File: src/rtl/mem_bus_arbiter_if.sv
// Bundle of the CPU/monitor request channels and the shared downstream data bus.
// master = requesters and bus slave side, slave = arbiter side.
interface mem_bus_arbiter_if #(
  parameter int ADDR_W = 32,
  parameter int DATA_W = 32
);
  logic              cpu_req;
  logic              cpu_we;
  logic [ADDR_W-1:0] cpu_addr;
  logic [DATA_W-1:0] cpu_wdata;
  logic              cpu_ack;
  logic [DATA_W-1:0] cpu_rdata;
  logic              mon_req;
  logic              mon_we;
  logic [ADDR_W-1:0] mon_addr;
  logic [DATA_W-1:0] mon_wdata;
  logic              mon_ack;
  logic [DATA_W-1:0] mon_rdata;
  logic              mon_lock;
  logic              bus_we;
  logic [ADDR_W-1:0] bus_addr;
  logic [DATA_W-1:0] bus_wdata;
  logic [DATA_W-1:0] bus_rdata;
  logic              bus_owner;

  modport master (
    output cpu_req, cpu_we, cpu_addr, cpu_wdata,
    output mon_req, mon_we, mon_addr, mon_wdata, mon_lock,
    output bus_rdata,
    input  cpu_ack, cpu_rdata, mon_ack, mon_rdata,
    input  bus_we, bus_addr, bus_wdata, bus_owner
  );

  modport slave (
    input  cpu_req, cpu_we, cpu_addr, cpu_wdata,
    input  mon_req, mon_we, mon_addr, mon_wdata, mon_lock,
    input  bus_rdata,
    output cpu_ack, cpu_rdata, mon_ack, mon_rdata,
    output bus_we, bus_addr, bus_wdata, bus_owner
  );
endinterface

File: src/rtl/mem_bus_arbiter.sv
// Round-robin arbiter sharing the data bus between CPU and debug monitor.
// IDLE grants, ACCESS drives the command, RESP acks and returns read data.
module mem_bus_arbiter #(
  parameter int ADDR_W = 32,
  parameter int DATA_W = 32
) (
  input  logic              clk,
  input  logic              reset,
  mem_bus_arbiter_if.slave  bus
);

  typedef enum logic [1:0] {
    IDLE   = 2'd0,
    ACCESS = 2'd1,
    RESP   = 2'd2
  } state_t;

  state_t            state_q, state_d;
  logic              owner_q, owner_d;
  logic              last_q, last_d;
  logic              we_q, we_d;
  logic [ADDR_W-1:0] addr_q, addr_d;
  logic [DATA_W-1:0] wdata_q, wdata_d;
  logic [DATA_W-1:0] cpu_hold_q, cpu_hold_d;
  logic [DATA_W-1:0] mon_hold_q, mon_hold_d;

  logic cpu_elig, mon_elig, grant_mon;
  logic resp, rd_resp;

  always_comb begin
    state_d    = state_q;
    owner_d    = owner_q;
    last_d     = last_q;
    we_d       = we_q;
    addr_d     = addr_q;
    wdata_d    = wdata_q;
    cpu_hold_d = cpu_hold_q;
    mon_hold_d = mon_hold_q;

    cpu_elig  = bus.cpu_req & ~bus.mon_lock;
    mon_elig  = bus.mon_req;
    // On a tie the monitor wins only if the CPU owned the previous transaction.
    grant_mon = mon_elig & (~cpu_elig | ~last_q);

    unique case (state_q)
      IDLE: begin
        if (cpu_elig | mon_elig) begin
          state_d = ACCESS;
          owner_d = grant_mon;
          last_d  = grant_mon;
          we_d    = grant_mon ? bus.mon_we    : bus.cpu_we;
          addr_d  = grant_mon ? bus.mon_addr  : bus.cpu_addr;
          wdata_d = grant_mon ? bus.mon_wdata : bus.cpu_wdata;
        end
      end
      ACCESS: state_d = RESP;
      RESP: begin
        state_d = IDLE;
        if (!we_q) begin
          if (owner_q) mon_hold_d = bus.bus_rdata;
          else         cpu_hold_d = bus.bus_rdata;
        end
      end
      default: state_d = IDLE;
    endcase
  end

  always_ff @(posedge clk or posedge reset) begin
    if (reset) begin
      state_q    <= IDLE;
      owner_q    <= 1'b0;
      last_q     <= 1'b1;
      we_q       <= 1'b0;
      addr_q     <= '0;
      wdata_q    <= '0;
      cpu_hold_q <= '0;
      mon_hold_q <= '0;
    end else begin
      state_q    <= state_d;
      owner_q    <= owner_d;
      last_q     <= last_d;
      we_q       <= we_d;
      addr_q     <= addr_d;
      wdata_q    <= wdata_d;
      cpu_hold_q <= cpu_hold_d;
      mon_hold_q <= mon_hold_d;
    end
  end

  // Read data bypasses the hold register during RESP since bus_rdata is only valid then.
  always_comb begin
    resp    = (state_q == RESP);
    rd_resp = resp & ~we_q;
  end

  assign bus.bus_we    = (state_q == ACCESS) & we_q;
  assign bus.bus_addr  = addr_q;
  assign bus.bus_wdata = wdata_q;
  assign bus.bus_owner = owner_q;
  assign bus.cpu_ack   = resp & ~owner_q;
  assign bus.mon_ack   = resp & owner_q;
  assign bus.cpu_rdata = (rd_resp & ~owner_q) ? bus.bus_rdata : cpu_hold_q;
  assign bus.mon_rdata = (rd_resp &  owner_q) ? bus.bus_rdata : mon_hold_q;

endmodule

File: src/flat_wrapper.sv
// flat-port wrapper written by rule: the top's interface ports become plain ports
module mem_bus_arbiter_flat 
#(
  parameter int ADDR_W = 32,
  parameter int DATA_W = 32
)
  (clk, reset, bus_cpu_req, bus_cpu_we, bus_cpu_addr, bus_cpu_wdata, bus_mon_req, bus_mon_we, bus_mon_addr, bus_mon_wdata, bus_mon_lock, bus_bus_rdata, bus_cpu_ack, bus_cpu_rdata, bus_mon_ack, bus_mon_rdata, bus_bus_we, bus_bus_addr, bus_bus_wdata, bus_bus_owner);
  mem_bus_arbiter_if #(.ADDR_W(ADDR_W), .DATA_W(DATA_W)) bus_i ();
  input  logic clk;
  input  logic reset;
  input wire logic [$bits(bus_i.cpu_req)-1:0] bus_cpu_req;
  input wire logic [$bits(bus_i.cpu_we)-1:0] bus_cpu_we;
  input wire logic [$bits(bus_i.cpu_addr)-1:0] bus_cpu_addr;
  input wire logic [$bits(bus_i.cpu_wdata)-1:0] bus_cpu_wdata;
  input wire logic [$bits(bus_i.mon_req)-1:0] bus_mon_req;
  input wire logic [$bits(bus_i.mon_we)-1:0] bus_mon_we;
  input wire logic [$bits(bus_i.mon_addr)-1:0] bus_mon_addr;
  input wire logic [$bits(bus_i.mon_wdata)-1:0] bus_mon_wdata;
  input wire logic [$bits(bus_i.mon_lock)-1:0] bus_mon_lock;
  input wire logic [$bits(bus_i.bus_rdata)-1:0] bus_bus_rdata;
  output wire logic [$bits(bus_i.cpu_ack)-1:0] bus_cpu_ack;
  output wire logic [$bits(bus_i.cpu_rdata)-1:0] bus_cpu_rdata;
  output wire logic [$bits(bus_i.mon_ack)-1:0] bus_mon_ack;
  output wire logic [$bits(bus_i.mon_rdata)-1:0] bus_mon_rdata;
  output wire logic [$bits(bus_i.bus_we)-1:0] bus_bus_we;
  output wire logic [$bits(bus_i.bus_addr)-1:0] bus_bus_addr;
  output wire logic [$bits(bus_i.bus_wdata)-1:0] bus_bus_wdata;
  output wire logic [$bits(bus_i.bus_owner)-1:0] bus_bus_owner;
  assign bus_i.cpu_req = bus_cpu_req;
  assign bus_i.cpu_we = bus_cpu_we;
  assign bus_i.cpu_addr = bus_cpu_addr;
  assign bus_i.cpu_wdata = bus_cpu_wdata;
  assign bus_i.mon_req = bus_mon_req;
  assign bus_i.mon_we = bus_mon_we;
  assign bus_i.mon_addr = bus_mon_addr;
  assign bus_i.mon_wdata = bus_mon_wdata;
  assign bus_i.mon_lock = bus_mon_lock;
  assign bus_i.bus_rdata = bus_bus_rdata;
  assign bus_cpu_ack = bus_i.cpu_ack;
  assign bus_cpu_rdata = bus_i.cpu_rdata;
  assign bus_mon_ack = bus_i.mon_ack;
  assign bus_mon_rdata = bus_i.mon_rdata;
  assign bus_bus_we = bus_i.bus_we;
  assign bus_bus_addr = bus_i.bus_addr;
  assign bus_bus_wdata = bus_i.bus_wdata;
  assign bus_bus_owner = bus_i.bus_owner;
  mem_bus_arbiter #(.ADDR_W(ADDR_W), .DATA_W(DATA_W)) u_core (.clk(clk), .reset(reset), .bus(bus_i));
endmodule
File: config.mk
export PLATFORM = sky130hd
export DESIGN_NAME = mem_bus_arbiter_flat
export DESIGN_NICKNAME = d
export VERILOG_FILES = /design/src/rtl/mem_bus_arbiter_if.sv /design/src/rtl/mem_bus_arbiter.sv /design/src/flat_wrapper.sv
export SDC_FILE = /design/constraint.sdc
export NUM_CORES = 1
export LEC_CHECK = 0
export ABC_AREA = 1
export BUFFER_PORTS_ARGS = -buffer_cell sky130_fd_sc_hd__buf_2
export CAP_MARGIN = 15
export CORE_AREA = 2 2 121 123
export DETAILED_ROUTE_END_ITERATION = 7
export DIE_AREA = 0 0 123 125
export GPL_ROUTABILITY_DRIVEN = 0
export GPL_TIMING_DRIVEN = 0
export HOLD_SLACK_MARGIN = 0.15
export PLACE_DENSITY = 0.9
export RECOVER_POWER = 25
export SLEW_MARGIN = 5
export SYNTH_ARGS = -nofsm -noshare
export SYNTH_HDL_FRONTEND = slang
export SYNTH_SLANG_ARGS = --single-unit
File: constraint.sdc
create_clock -name clk -period 6 [get_ports clk]
set_input_delay 0.9 -clock clk [delete_from_list [all_inputs] [get_ports clk]]
set_output_delay 0.9 -clock clk [all_outputs]
set_load 0.02 [all_outputs]
Yosys cells after proc, flatten, opt, wreduce, memory -nomap -nowiden
Cells that the tools add are included.
{"block": "classes", "muxes": 7, "eq_ne": 3, "reduce_logical": 4, "n_bitwise": 15}
{"op": "32-bit 2-to-1 mux", "count": 4}
{"op": "1-bit bitwise AND", "count": 8}
{"op": "3-bit AND reduction", "count": 2}
{"op": "1-bit inverter", "count": 5}
{"op": "2-bit one-hot mux with 2 select lines", "count": 1}
{"op": "2-bit by 1-bit == test with 1-bit output, second input constant", "count": 1}
{"op": "2-bit == test, second input constant", "count": 1}
{"op": "2-bit zero test", "count": 1}
{"op": "2-bit 2-to-1 mux", "count": 1}
{"op": "2-bit by 1-bit != test with 1-bit output, second input constant", "count": 1}
{"op": "1-bit bitwise OR", "count": 2}
{"op": "2-bit AND reduction", "count": 1}
{"op": "1-bit 2-to-1 mux", "count": 1}
{"block": "totals", "register_bits": 133}

Longest topological paths before layout
Gate-level depths: netlist of run 1.
{"block": "depth", "depth_word": 6, "depth_mapped": 8}

Least setup slack after synthesis of run 1
OpenSTA, ideal clock, no wires.
{"block": "synth_path", "kind": "register -> output", "from": "register u_core.owner_q, in the netlist u_core.bus.bus_owner", "to": "output bus_cpu_rdata[21]", "setup_slack_ps": 3581, "arrival_time_ps": 1519, "path_stages_with_launch": 6, "cell_sequence": "dfrtp_1 > inv_1 > nand3_2 > buf_6 > clkbuf_1 > o21ai_0"}
{"block": "synth_via", "elab_chain_cells": 3}
{"element": "from (decl)", "line_no": "mem_bus_arbiter.sv:19", "source": "logic owner_q, owner_d;"}
{"element": "from (signal assigned)", "line_no": "mem_bus_arbiter.sv:80", "source": "owner_q <= owner_d;"}
{"element": "1-bit inverter", "line_no": "mem_bus_arbiter.sv:102", "source": "assign bus.cpu_rdata = (rd_resp & ~owner_q) ? bus.bus_rdata : cpu_hold_q;"}
{"element": "1-bit bitwise AND", "line_no": "mem_bus_arbiter.sv:102"}
{"element": "32-bit 2-to-1 mux", "line_no": "mem_bus_arbiter.sv:102"}
{"element": "to (decl)", "line_no": "flat_wrapper.sv:22", "source": "output wire logic [$bits(bus_i.cpu_rdata)-1:0] bus_cpu_rdata;"}
Every way passes these cells.

==> results of run 1 <==
## critical path: stages
cell and delay, ns:
sky130_fd_sc_hd__buf_2 0.10, sky130_fd_sc_hd__clkinvlp_2 1.41, sky130_fd_sc_hd__clkbuf_2 1.51
## layer usage
layer / part of all wire [%] / wire length, um
met5: 0 / 0
met4: 2.8 / 522
met3: 6.0 / 1134
met2: 50 / 9446
met1: 41 / 7812
## logic make-up after synthesis
kind of cell	synth area share, %
compound gates	7.676
simple gates	26.41
buf+inv	14.20
flops	51.71
## cell usage after synthesis
master / instances / area share [%]
sky130_fd_sc_hd__nor2_1: 3 / 0.17
sky130_fd_sc_hd__clkbuf_1: 18 / 1.0
sky130_fd_sc_hd__buf_6: 5 / 0.87
sky130_fd_sc_hd__nand3_1: 131 / 10
sky130_fd_sc_hd__nand3_2: 2 / 0.31
sky130_fd_sc_hd__a21oi_2: 1 / 0.14
sky130_fd_sc_hd__nand4_1: 1 / 0.097
sky130_fd_sc_hd__inv_2: 3 / 0.17
sky130_fd_sc_hd__o21ai_1: 2 / 0.16
sky130_fd_sc_hd__dfstp_2: 1 / 0.41
sky130_fd_sc_hd__inv_1: 168 / 9.8
sky130_fd_sc_hd__nand2_1: 264 / 15
sky130_fd_sc_hd__nor2_4: 1 / 0.17
sky130_fd_sc_hd__buf_1: 1 / 0.058
sky130_fd_sc_hd__o21ai_0: 95 / 7.4
sky130_fd_sc_hd__buf_4: 4 / 0.47
sky130_fd_sc_hd__buf_2: 23 / 1.8
sky130_fd_sc_hd__nor3_1: 1 / 0.078
sky130_fd_sc_hd__dfrtp_1: 132 / 51
## placed cells by master, fill, tap and decap left out, types with 2 or more instances in the layout
cell type,instances
sky130_fd_sc_hd__clkbuf_1,18
sky130_fd_sc_hd__nand2_1,264
sky130_fd_sc_hd__inv_2,3
sky130_fd_sc_hd__o21ai_1,2
sky130_fd_sc_hd__o21ai_0,95
sky130_fd_sc_hd__dfrtp_1,132
sky130_fd_sc_hd__buf_6,5
sky130_fd_sc_hd__clkbuf_8,3
sky130_fd_sc_hd__bufinv_16,4
sky130_fd_sc_hd__inv_1,167
sky130_fd_sc_hd__nand3_1,132
sky130_fd_sc_hd__clkinvlp_4,3
sky130_fd_sc_hd__nor2_1,3
sky130_fd_sc_hd__buf_2,321
sky130_fd_sc_hd__buf_4,4
sky130_fd_sc_hd__clkinv_4,2
sky130_fd_sc_hd__clkbuf_16,17
## final timing paths
path                                from                      end  slack (ns)  cells past startpoint
max reg2reg                u_core.last_q  u_core.bus.bus_wdata[9]        4.25                      7
min reg2reg                u_core.last_q            u_core.last_q        0.47                      2
min in group asynchronous          reset  u_core.bus.bus_addr[19]        1.18                      2
min                        u_core.last_q            u_core.last_q        0.47                      2
max in group clk             u_core.we_q        bus_mon_rdata[16]        2.99                      5
max                                reset    u_core.cpu_hold_q[10]        2.22                      3
## state kept, by name (all words and copies together) (netlist names)
signal and cells:
u_core.bus.bus_addr 32, u_core.bus.bus_owner 1, u_core.cpu_hold_q 32, u_core.mon_hold_q 32
u_core.last_q 1, u_core.we_q 1, u_core.bus.bus_wdata 32, u_core.state_q 2
## layout make-up
class	count	share of cell area [%]
flip-flops and latches	133	37.83
multi-input cells	501	24.88
repair buffers	299	17.00
inverters	171	7.306
clock buffers	20	5.302
plain buffers	51	3.099
well taps	184	2.615
clock inverters	11	1.976
## through the flow
| step | hold slack [ns] | power (mW) | instance area [um2] | utilization, % |
|---|---|---|---|---|
| final | 0.4654 | 4.970 | 8802 | 61.97 |
| after global routing | 0.4881 | 5.288 | 8802 | 61.97 |
| after CTS | 0.4678 | 4.996 | 8833 | 62.19 |
| after detailed placement | 0.4590 | 3.859 | 8193 | 57.68 |
| after global placement | 0.4547 | 3.786 | 8160 | 57.45 |
| after floorplan | 0.4420 | 3.010 | 6439 | - |
## power groups by stage
stage / clock network, mW / registers, mW / logic (mW)
5_1_grt: 1.18 / 1.60 / 2.51
3_5_place_dp: 0 / 1.55 / 2.30
4_1_cts: 1.13 / 1.55 / 2.31
2_1_floorplan: 0 / 1.80 / 1.21
6_report: 1.12 / 1.56 / 2.30
3_3_place_gp: 0 / 1.54 / 2.24
==> impl_metrics.toml, run 1 <==
[run_status]
run_status = "complete, but fails checks"
failing_checks = "capacitance limit, slew limit"

[clock_tree]
count_of_buffers_added_by_post_cts_timing_repair_for_setup = 0
cts_buffers = 17
tritoncts_num_sinks = 133
clock_tree.buffer_depth = 2
gates_resized_cts_repair = 0
htree_num_levels = 4
cts_root_buf = "sky130_fd_sc_hd__clkbuf_16"
ctsHoldBuffers = 0
clk_transition_reported_paths_ns = 0.06
clock_tree_from_tritoncts = "built"
clock_insertion_delay_worst_skew_ns = 0.42

[grt]
grt_pass1_vias = 6324
globalRouteMet2Util_pct = 42.57
overflow = 0
groute.layer.met1.usage_pct = 31.23
globalRouteMet3Util_pct = 4.927
first_pass_grt_wire_length_um = 30260
maximum_number_of_pins_on_one_net_before_global_route_repair = 77
grt_antenna_before_repair = 0
globalRouteTotalUtil_pct = 24.94
grt_most_used_layer = "met2"

[cells_and_area]
layout.filler_cells = 1206
drive_gt1_share_pct = 31.20
multi_input_comb_area_mm2 = 0.002190
finish.cell_count_without_fillers = 1370
ff_latch_area_mm2 = 0.003329
total_inserted_antenna_cells = 0
final_nets = 1341
area_growth_syn_to_layout_pct = 36.71

[detailed_routing]
route.final.wire_length_um = 18920
via_count = 6691
drt.antenna.violating_nets = 0
drt_pre_antenna_iters = 5
first_iter_violations = 428
vias_per_cell = 4.884
drc = 0
route.detailed.wl_per_inst_um = 13.81

[pwr]
internal_power_mw = 2.815
switching_power_mw = 2.155
power.switching_fraction_pct = 43.36
power.share.combinational_pct = 46.2
p_clk_share_pct = 22.5
ir_drop_worst_vdd_v = 0.0003231
seq_power_share_pct = 31.3
total_leakage_power_nw = 5.374
powerDensity_mw_per_mm2 = 564.6

[synth]
synthDistinctLibCells = 19
synth_sequential_area_ratio_pct = 51.71
post_synth.cell_area_avg_um2 = 7.522
synth.net_count = 1023
ys.warnings.count = 0
syn_area_mm2 = 0.006439
postSynthCellCount = 856
ys_ff_latch = 133

[floorplanning]
rows = 44
start_util_pct = 45.33
floorplan.die_area_mm2 = 0.01538
chipHeight_um = 125
num_io_pins = 299
fp.coreArea_mm2 = 0.01420
chip_width_um = 123

[setup_path]
worstPathRequired_ns = 6.18
critical_path.startpoint_type = "input port"
path_max_fanout = 76
crit_path_capture_type = "async pin"
arrival_ns = 3.97
critPathKind = "in -> async"

[worst_hold_path]
timing.hold.worst.class = "reg -> reg"

[sta]
final_period_util_pct = 63.08
slew_headroom_pct = -70.07
maxSlewViolCount = 136
final_setup_tns_ns = 0
worstMarginPinSlew_ns = 2.537
setup_slack_ns = 2.215
timing.final.setup_violations = 0
fin_hold_viols = 0
timing.fmax_mhz = 264.2
post-route-min-period_ns = 3.785
max_clock_skew_ns = 0.008635
rsz0062_at_grt = "false"

[run]
max_capacitance_violation_count = 2

[placement]
detailedPlacementHpwl_um = 14250
dpl.cell_count = 1339
pre_cts_slack_ns = 3.446
numPortBuffers = 298
Power figures use the tool's default switching activity.
==> run 2: changes to the inputs <==
clock period = 3.8 ns   (was 6 ns; I/O delays follow)
==> run 2 against run 1 <==
Against the previous run:
- the run still ends with capacitance limit, slew limit left
- cell count rose by 0.15%
- setup slack lost 1.2 ns
- via count grew 0.36%
==> impl_metrics.toml, run 2 (synthesis gave the netlist of run 1 again) <==
[cells_and_area]
final_nets = 1343
most-common-layout-cells = "321 x sky130_fd_sc_hd__buf_2, 264 x sky130_fd_sc_hd__nand2_1, 167 x sky130_fd_sc_hd__inv_1"
multi_input_comb_area_mm2 = 0.002195
area_growth_syn_to_layout_pct = 35.87
postLayoutCoreUtil_pct = 61.59
total_inserted_antenna_cells = 0
layout.filler_cells = 1220
ff_latch_area_mm2 = 0.003329
drive_gt1_share_pct = 31.14
final_common_cell = "sky130_fd_sc_hd__buf_2"
finish.cell_count_without_fillers = 1372

[clock_tree]
htree_num_levels = 4
tritoncts_num_sinks = 133
clock_insertion_delay_worst_skew_ns = 0.41
count_of_buffers_added_by_post_cts_timing_repair_for_setup = 0
clock_tree.buffer_depth = 2
ctsHoldBuffers = 0
cts_buffers = 17
cts_root_buf = "sky130_fd_sc_hd__clkbuf_16"
clk_transition_reported_paths_ns = 0.06
clock_tree_from_tritoncts = "built"
gates_resized_cts_repair = 0

[setup_path]
cp_slowest_stage_delay_ns = 1.30
worstPathRequired_ns = 3.99
slowest_cp_cell = "sky130_fd_sc_hd__clkbuf_1"
critPathKind = "in -> async"
worst_setup_path_startpoint = "reset"
critical_path.reg2reg.startpoint = "u_core.last_q"
critical_path.cell_chain = "buf_2 > clkinvlp_2 > clkbuf_1"
critical_path.startpoint_type = "input port"
arrival_ns = 2.97
path_max_fanout = 36
worst-r2r-setup-slack_ns = 2.10
r2r.worst_path.cells = 7
crit_path_end = "u_core.bus.bus_wdata[19]"
critical_path.reg2reg.endpoint = "u_core.bus.bus_wdata[8]"
crit_path_capture_type = "async pin"

[sta]
final_setup_tns_ns = 0
maxSlewViolCount = 70
worstMarginPinSlew_ns = 1.705
max_clock_skew_ns = 0.009446
post-route-min-period_ns = 2.777
hold_ws_ns = 0.4524
timing.fmax_mhz = 360.1
slew_headroom_pct = -13.66
final_period_util_pct = 73.08
timing.final.setup_violations = 0
fin_hold_viols = 0
rsz0062_at_grt = "false"

[detailed_routing]
route.detailed.wl_per_inst_um = 14.12
drt_pre_antenna_iters = 5
drc = 0
via_count = 6715
route.final.wire_length_um = 19370
drt.antenna.violating_nets = 0
first_iter_violations = 510
vias_per_cell = 4.894

[floorplanning]
fp.coreArea_mm2 = 0.01420
num_io_pins = 299
chip_width_um = 123
floorplan.die_area_mm2 = 0.01538
rows = 44
start_util_pct = 45.33
chipHeight_um = 125

[pwr]
powerDensity_mw_per_mm2 = 875.6
fin_total_pwr_mw = 7.661
ir_drop_worst_vdd_v = 0.0005905
total_leakage_power_nw = 5.346

[placement]
numPortBuffers = 298
dpl.cell_count = 1341
detailedPlacementHpwl_um = 14450

[grt]
grt_antenna_before_repair = 0
grt_pass1_vias = 6252
overflow = 0
first_pass_grt_wire_length_um = 30170
globalRouteTotalUtil_pct = 24.81
maximum_number_of_pins_on_one_net_before_global_route_repair = 41

[worst_hold_path]
timing.hold.worst.class = "in -> reg"

[run]
max_capacitance_violation_count = 2

[run_status]
run_status = "complete, but fails checks"
failing_checks = "capacitance limit, slew limit"
## run 2: changes by cell type in the layout (fill, tap and decap cells not counted)
cell,before,now
sky130_fd_sc_hd__buf_12,0,1
sky130_fd_sc_hd__bufinv_16,4,1
sky130_fd_sc_hd__clkbuf_1,18,21
sky130_fd_sc_hd__clkbuf_2,1,0
sky130_fd_sc_hd__clkbuf_8,3,2
sky130_fd_sc_hd__clkinv_2,1,3
sky130_fd_sc_hd__inv_6,1,2
sky130_fd_sc_hd__nand3_1,132,131
sky130_fd_sc_hd__nand3_2,1,2
## run 2: through the flow
step                      instance area, um2  setup slack, ns
final                                   8748            1.023
after global routing                    8748           0.5066
after CTS                               8783            1.113
after detailed placement                8224            1.551
after global placement                  8164           0.7397
after floorplan                         6442            1.580
## run 2: power by group
| group | switching, mW | internal [mW] | total (mW) |
|---|---|---|---|
| combinational | 2.50 | 1.16 | 3.66 |
| sequential | 0.313 | 2.14 | 2.45 |
| clock | 0.616 | 0.933 | 1.55 |
| total | 3.43 | 4.23 | 7.66 |
## run 2: worst min-delay path by stage
stage | to | startpoint | cells past startpoint
5_1_grt | u_core.bus.bus_wdata[12] | bus_cpu_wdata[12] | 5
4_1_cts | u_core.bus.bus_wdata[6] | reset | 2
2_1_floorplan | u_core.last_q | u_core.last_q | 2
3_3_place_gp | u_core.cpu_hold_q[3] | u_core.cpu_hold_q[3] | 2
3_5_place_dp | u_core.bus.bus_wdata[19] | u_core.bus.bus_wdata[19] | 2
6_report | u_core.cpu_hold_q[21] | bus_bus_rdata[21] | 3
## run 2: cell type report
| cell class | count | share of cell area, % |
|---|---|---|
| sequential | 133 | 38.06 |
| multi-input combinational | 501 | 25.09 |
| timing repair buffer | 301 | 17.36 |
| inverter | 171 | 7.351 |
| clock buffer | 20 | 5.220 |
| buffer | 51 | 3.118 |
| tap | 184 | 2.632 |
| clock inverter | 11 | 1.173 |
## run 2: routing by layer
metal / global-route usage, % / vias up / share of wire (%)
met5: 0 / - / 0
li1: - / 3254 / -
met1: 31.70 / 3131 / 41
met4: 8.757 / 0 / 2.5
met3: 4.608 / 40 / 6.0
met2: 41.96 / 290 / 50
## run 2: worst max-delay path: cells and delay by family
family                 cells  cell delay (ns)
buffers and inverters      3             2.35
